==> src/rtl/cdr_pkg.sv <==
// Shared helpers and constants for the oversampling CDR (cdr_os4).
// The CDR_LOCK_DETECT_EN build option uses the window helpers below.
package cdr_pkg;

  localparam int OS_NOM = 4;

  function automatic int phase_w(input int os);
    return (os > 1) ? $clog2(os) : 1;
  endfunction

  function automatic int sample_ph(input int os);
    return os / 2;
  endfunction

  // Lock window spans one phase either side of the re-alignment point.
  function automatic int win_early(input int os);
    return os - 1;
  endfunction

  localparam int WIN_LATE = 1;

  typedef logic [phase_w(OS_NOM)-1:0] phase_t;

  localparam phase_t SAMPLE_PH = phase_t'(sample_ph(OS_NOM));

endpackage

==> src/rtl/cdr_sync.sv <==
// Two-flop synchroniser for the asynchronous serial input plus an edge
// detector comparing the synchronised bit against its previous value.
module cdr_sync (
  input  logic clk,
  input  logic reset,
  input  logic data_in,
  output logic s2,
  output logic edge_det
);

  logic s1_r;
  logic s2_r;
  logic prev_r;

  // synchroniser chain and one-cycle history for transition detection
  always_ff @(posedge clk) begin
    if (reset) begin
      s1_r   <= 1'b0;
      s2_r   <= 1'b0;
      prev_r <= 1'b0;
    end else begin
      s1_r   <= data_in;
      s2_r   <= s1_r;
      prev_r <= s2_r;
    end
  end

  assign s2       = s2_r;
  assign edge_det = s2_r ^ prev_r;

endmodule

==> src/rtl/cdr_os4.sv <==
// Oversampling clock-and-data recovery: re-aligns a phase counter on every
// data transition and samples mid-bit. Optional lock detector: CDR_LOCK_DETECT_EN.
module cdr_os4
  import cdr_pkg::*;
#(
  parameter int OS = 4
`ifdef CDR_LOCK_DETECT_EN
  , parameter int LOCK_EDGES = 8
`endif
) (
  input  logic clk,
  input  logic reset,
  input  logic data_in,
  output logic clk_out,
  output logic data_out,
  output logic sample_stb
`ifdef CDR_LOCK_DETECT_EN
  , output logic locked
`endif
);

  localparam int PW = phase_w(OS);
  localparam logic [PW-1:0] PH_ZERO   = PW'(0);
  localparam logic [PW-1:0] PH_ONE    = PW'(1);
  localparam logic [PW-1:0] PH_LAST   = PW'(OS - 1);
  localparam logic [PW-1:0] PH_SAMPLE = PW'(sample_ph(OS));

  logic          s2_s;
  logic          edge_s;
  logic          take_s;
  logic [PW-1:0] ph_r;
  logic          data_out_r;
  logic          clk_out_r;
  logic          sample_stb_r;

  cdr_sync u_sync (
    .clk      (clk),
    .reset    (reset),
    .data_in  (data_in),
    .s2       (s2_s),
    .edge_det (edge_s)
  );

  // A transition in the sample slot means the bit boundary moved: skip it.
  assign take_s = !edge_s && (ph_r == PH_SAMPLE);

  // phase tracking, mid-bit sampling and recovered clock generation
  always_ff @(posedge clk) begin
    if (reset) begin
      ph_r         <= PH_ZERO;
      data_out_r   <= 1'b0;
      clk_out_r    <= 1'b0;
      sample_stb_r <= 1'b0;
    end else begin
      if (edge_s) begin
        ph_r <= PH_ONE;
      end else if (ph_r == PH_LAST) begin
        ph_r <= PH_ZERO;
      end else begin
        ph_r <= ph_r + PH_ONE;
      end
      sample_stb_r <= take_s;
      if (take_s) begin
        data_out_r <= s2_s;
        clk_out_r  <= 1'b1;
      end else if (edge_s || (ph_r == PH_ZERO)) begin
        clk_out_r  <= 1'b0;
      end else begin
        clk_out_r  <= clk_out_r;
      end
    end
  end

  assign data_out   = data_out_r;
  assign clk_out    = clk_out_r;
  assign sample_stb = sample_stb_r;

`ifdef CDR_LOCK_DETECT_EN
  localparam int LW = $clog2(LOCK_EDGES + 1);
  localparam logic [LW-1:0] LOCK_MAX  = LW'(LOCK_EDGES);
  localparam logic [LW-1:0] LOCK_NEAR = LW'(LOCK_EDGES - 1);
  localparam logic [PW-1:0] PH_WIN_E  = PW'(win_early(OS));
  localparam logic [PW-1:0] PH_WIN_L  = PW'(WIN_LATE);

  logic [LW-1:0] lock_cnt_r;
  logic          locked_r;
  logic          in_win_s;

  assign in_win_s = (ph_r == PH_WIN_E) || (ph_r == PH_ZERO) || (ph_r == PH_WIN_L);

  // count consecutive in-window edges; any late or early edge drops lock
  always_ff @(posedge clk) begin
    if (reset) begin
      lock_cnt_r <= LW'(0);
      locked_r   <= 1'b0;
    end else if (edge_s) begin
      if (in_win_s) begin
        if (lock_cnt_r != LOCK_MAX) begin
          lock_cnt_r <= lock_cnt_r + LW'(1);
        end else begin
          lock_cnt_r <= lock_cnt_r;
        end
        if (lock_cnt_r >= LOCK_NEAR) begin
          locked_r <= 1'b1;
        end else begin
          locked_r <= locked_r;
        end
      end else begin
        lock_cnt_r <= LW'(0);
        locked_r   <= 1'b0;
      end
    end else begin
      lock_cnt_r <= lock_cnt_r;
      locked_r   <= locked_r;
    end
  end

  assign locked = locked_r;
`endif

endmodule

==> config.mk <==
export PLATFORM = sky130hd
export DESIGN_NAME = cdr_os4
export DESIGN_NICKNAME = d
export VERILOG_FILES = /design/src/rtl/cdr_pkg.sv /design/src/rtl/cdr_sync.sv /design/src/rtl/cdr_os4.sv
export SDC_FILE = /design/constraint.sdc
export NUM_CORES = 1
export LEC_CHECK = 0
export BUFFER_PORTS_ARGS = -buffer_cell sky130_fd_sc_hd__buf_2
export CAP_MARGIN = 10
export CORE_AREA = 4 4 41 43
export DETAILED_ROUTE_END_ITERATION = 12
export DIE_AREA = 0 0 45 47
export GPL_ROUTABILITY_DRIVEN = 0
export SYNTH_ARGS = -nofsm -noshare
export SYNTH_HDL_FRONTEND = slang
export SYNTH_SLANG_ARGS = --single-unit
==> constraint.sdc <==
create_clock -name clk -period 1.35 [get_ports clk]
set_input_delay 0.0675 -clock clk [delete_from_list [all_inputs] [get_ports clk]]
set_output_delay 0.0675 -clock clk [all_outputs]
set_load 0.02 [all_outputs]
# Word-level counts from Yosys, hierarchy flattened
# Cells that the tools add are included.
# W data, S select, Z words.
dict set report word_totals {
  inputBits 3
  ramBits 0
  n_memories 0
  ff_bits 8
  latchBits 0
  mem_bits_ro 0
}
dict set report classes {
  n_reduce_logical 6
  n_mul 0
  n_mux 4
  n_bitwise 1
  shifts 0
  n_lt_le_gt_ge 0
  n_eq_ne 2
  div 0
  n_addsub 1
}
# op count
set op_table {}
lappend op_table {{$eq A2 B2 Y1 const B} 2}
lappend op_table {{$mux W1} 4}
lappend op_table {{$reduce_or A3 Y1} 1}
lappend op_table {{$add A2 B1 Y2 const B} 1}
lappend op_table {{$logic_not A2 Y1} 1}
lappend op_table {{$reduce_bool A2 Y1} 1}
lappend op_table {{$logic_and A1 B1 Y1} 1}
lappend op_table {{$logic_not A1 Y1} 1}
lappend op_table {{$logic_or A1 B1 Y1} 1}
lappend op_table {{$xor A1 B1 Y1} 1}

# Logic depth before layout (Yosys ltp)
dict set report depth {
  word_depth 4
  depth_mapped 4
  depth_no_buf 4
}

# Hierarchy
# From an unflattened synthesis, not the netlist that was laid out.
dict set report hier_totals {
  hier_cells 25
  area_unflattened_um2 287.8
}
# mod seq_area_each_um2 area_per_inst_um2 instances cells_each
set by_module_without_submodules {}
lappend by_module_without_submodules {cdr_os4 100.1 200.2 1 18}
lappend by_module_without_submodules {cdr_sync 60.1 87.6 1 7}

# Least setup slack after synthesis
# Ideal clock, no wire load.
dict set report synth_timing {
  kind {flip-flop to flip-flop}
  from {register ph_r[0]}
  to {register data_out_r (netlist: data_out)}
  n_path_buf 0
  period_less_slack_ns 1.061
  slack_ns 0.289
  arrival_time_ns 0.944
  setup_ns 0.117
  t_required_ns 1.233
  stages_incl_launch_ff 5
  cell_sequence {dfxtp_1 -> inv_1 -> ha_1 -> a21o_1 -> a32o_1}
}
dict set report synth_via {
  elab_chain_cells 2
}
# element line_no
set synth_lines {}
lappend synth_lines {{start, declared} cdr_os4.sv:31} ;# logic [PW-1:0] ph_r;
lappend synth_lines {{start signal, assigned} cdr_os4.sv:60} ;# ph_r <= ph_r + PH_ONE;
lappend synth_lines {{$eq A2 B2 Y1} cdr_os4.sv:45} ;# assign take_s = !edge_s && (ph_r == PH_SAMPLE);
lappend synth_lines {{$logic_and A1 B1 Y1} cdr_os4.sv:45}
lappend synth_lines {{end signal, assigned} cdr_os4.sv:64} ;# data_out_r <= s2_s;
lappend synth_lines {{end, declared} cdr_os4.sv:32} ;# logic data_out_r;
# No other way between the ends.
# A chain may end at the register's enable or synchronous reset.

# Worst setup path in the final report
# Same ends and word-level chain as after synthesis.

==> flow_metrics.py <==
metrics = {
    "clocking": {
        "htreeDepth": 1,
        "cts_resized": 0,
        "ctsHoldBuffers": 0,
        "post_cts.repair.setup_buffers": 0,
        "cts.sinks": 8,
        "clk_latency_ns": 0.25,
        "clkTransAtPathRegs_ns": 0.05,
        "cts_inserted_buffers": 3,
        "clk_path_buf_depth": 2,
        "cts_root_buffer": "clkbuf_4",
        "cts_tree": "built",
    },
    "grt": {
        "grt_first_pass_wirelength_um": 717,
        "top_usage_layer": "met3",
        "first_global_vias": 182,
        "overflow": 0,
        "grt_use_met2": 0.06780,
        "track_usage": 0.05322,
        "grt_max_degree": 8,
        "grt_use_met1": 0.05774,
        "grt_use_met3": 0.06897,
        "antenna_found_initial": 0,
    },
    "synth": {
        "seq_area_frac_synth": 0.5020,
        "synth_most_common_cell": "dfxtp_1",
        "synthTopCellsByArea": "dfxtp_1 (50%), ha_1 (12%), xor2_2 (5.1%), nor4b_2 (4.7%), nand2b_1 (3.9%)",
        "mappedNetlistNets": 34,
        "syn_area_um2": 319.1,
        "synth.avg_cell_area_um2": 11.39,
        "synth_warnings": 0,
        "yosysTopAreaCell": "dfxtp_1",
        "ys_ff_latch": 8,
        "netlist_top_cells_count": "dfxtp_1 (8), ha_1 (3), inv_1 (3), nand2b_1 (2), nor2b_1 (2)",
        "async_flop_share": 0,
        "synth.top_cell.area_share": 0.5020,
        "syn-instance-count": 28,
        "synth_ff_type": "dfxtp_1",
        "ys_types": 15,
        "synth_edf_count": 0,
    },
    "floorplanning": {
        "die_h_um": 47,
        "die_area_mm2": 0.002115,
        "row_count": 13,
        "coreArea_mm2": 0.001301,
        "dieWidth_um": 45,
        "initial_utilization": 0.2452,
        "ioPinCount": 6,
    },
    "final_layout": {
        "drive_gt1_frac": 0.3333,
        "syn2layout_area_growth_pct": 20.78,
        "fin_cells": 51,
        "nNetsFinal": 44,
        "n_antenna_cell": 0,
    },
    "detailed_routing": {
        "routed_wl_um": 435,
        "via_per_inst": 3.922,
        "wl_per_cell_um": 8.529,
        "vias": 200,
        "first_iter_violations": 1,
        "drc": 0,
        "dr.pass1.iters": 4,
        "ant_nets": 0,
    },
    "placed_design": {
        "hpwl_um": 333.6,
        "placed_cells": 48,
        "io_buffers": 5,
    },
    "job": {
        "maxCapViolCount": 0,
    },
    "worst_hold_path": {
        "min_path_type": "primary input to register",
    },
    "timing": {
        "min_period_ns": 1.116,
        "finalHoldViolations": 0,
        "max_freq_mhz": 896.3,
        "slew_violations": 0,
        "finClkSkew_ns": 0.0005687,
        "setup_tns_ns": 0,
        "rsz0062_at_grt": "false",
        "report.final.setup_viol": 0,
        "maxSlewHeadroom": 0.8520,
        "period_share": 0.8264,
        "tightest_slew_ns": 0.2219,
    },
    "worst_setup_path": {
        "endpoint_kind": "register",
        "cp.arrival_ns": 1.26,
        "crit_fanout": 3,
        "critPathRequiredTime_ns": 1.49,
        "crit_type": "register to register",
        "critPathLaunchType": "register",
    },
    "pwr": {
        "leakagePower_uw": 0.0001775,
        "powerDensity_mw_per_mm2": 1273,
        "peakVddDrop_v": 0.0005962,
    },
    "outcome": {
        "status": "completed",
    },
}
## power by group
group	internal, µW	switching (µW)
clock	101	77.2
combinational	25.7	26.9
sequential	251	8.70
total	378	113
## cell type report
cell class | count | area (µm²)
Fill cell | 143 | 915.9
Inverter | 4 | 15.01
Multi-Input combinational cell | 16 | 143.9
Sequential cell | 8 | 160.2
Clock buffer | 3 | 22.52
Timing Repair Buffer | 5 | 25.02
Tap cell | 15 | 18.77
## through the flow
step	cell area (µm²)	setup slack, ns	hold slack (ns)	util	total power [µW]
after floorplan	319.1	0.2886	0.1389	-	301.9
after global placement	362.8	0.2463	0.2800	0.2788	317.3
after detailed placement	362.8	0.2340	0.2871	0.2788	318.5
after CTS	385.4	0.2287	0.02079	0.2962	505.0
after global routing	385.4	0.1758	0.04094	0.2962	528.4
final	385.4	0.2343	0.02642	0.2962	490.8
## worst max-delay path: stages, from the launching register on
cell and delay [ns]:
dfxtp_1 0.35, inv_1 0.07, ha_1 0.23, a21o_1 0.18, a32o_1 0.19
## final timing paths
check              startpoint           to  slack, ns  cells after the start
setup / recovery      ph_r[0]     data_out       0.23                      4
hold / removal        data_in  u_sync.s1_r       0.03                      2
setup reg to reg      ph_r[0]     data_out       0.23                      4
hold reg to reg   u_sync.s1_r    u_sync.s2       0.44                      1
## registers in the layout, summed over array words and instances, names as in the netlist
name and flops:
sample_stb 1, ph_r 2, clk_out 1, u_sync.s1_r 1
u_sync.prev_r 1, u_sync.s2 1, data_out 1
## routing by layer
layer	routed length [µm]	part of all wire	vias up
met2	152	0.35	10
met5	0	0	-
li1	-	-	107
met1	226	0.52	83
met3	56	0.13	0
met4	0	0	0
## layout by cell type, fill, tap and decap left out, types with 2 or more instances in the layout
cell type / n
inv_1: 3
dfxtp_1: 8
buf_2: 5
clkbuf_4: 3
nand2b_1: 2
ha_1: 3
nor2b_1: 2
## kinds of logic after synthesis
logic type,synth area share
flops,0.5019
fa+ha+maj,0.1177
buf+inv,0.04705
xor+xnor,0.05099
simple gates,0.1803
compound gates,0.1020
(Power assumes the default switching activity.)
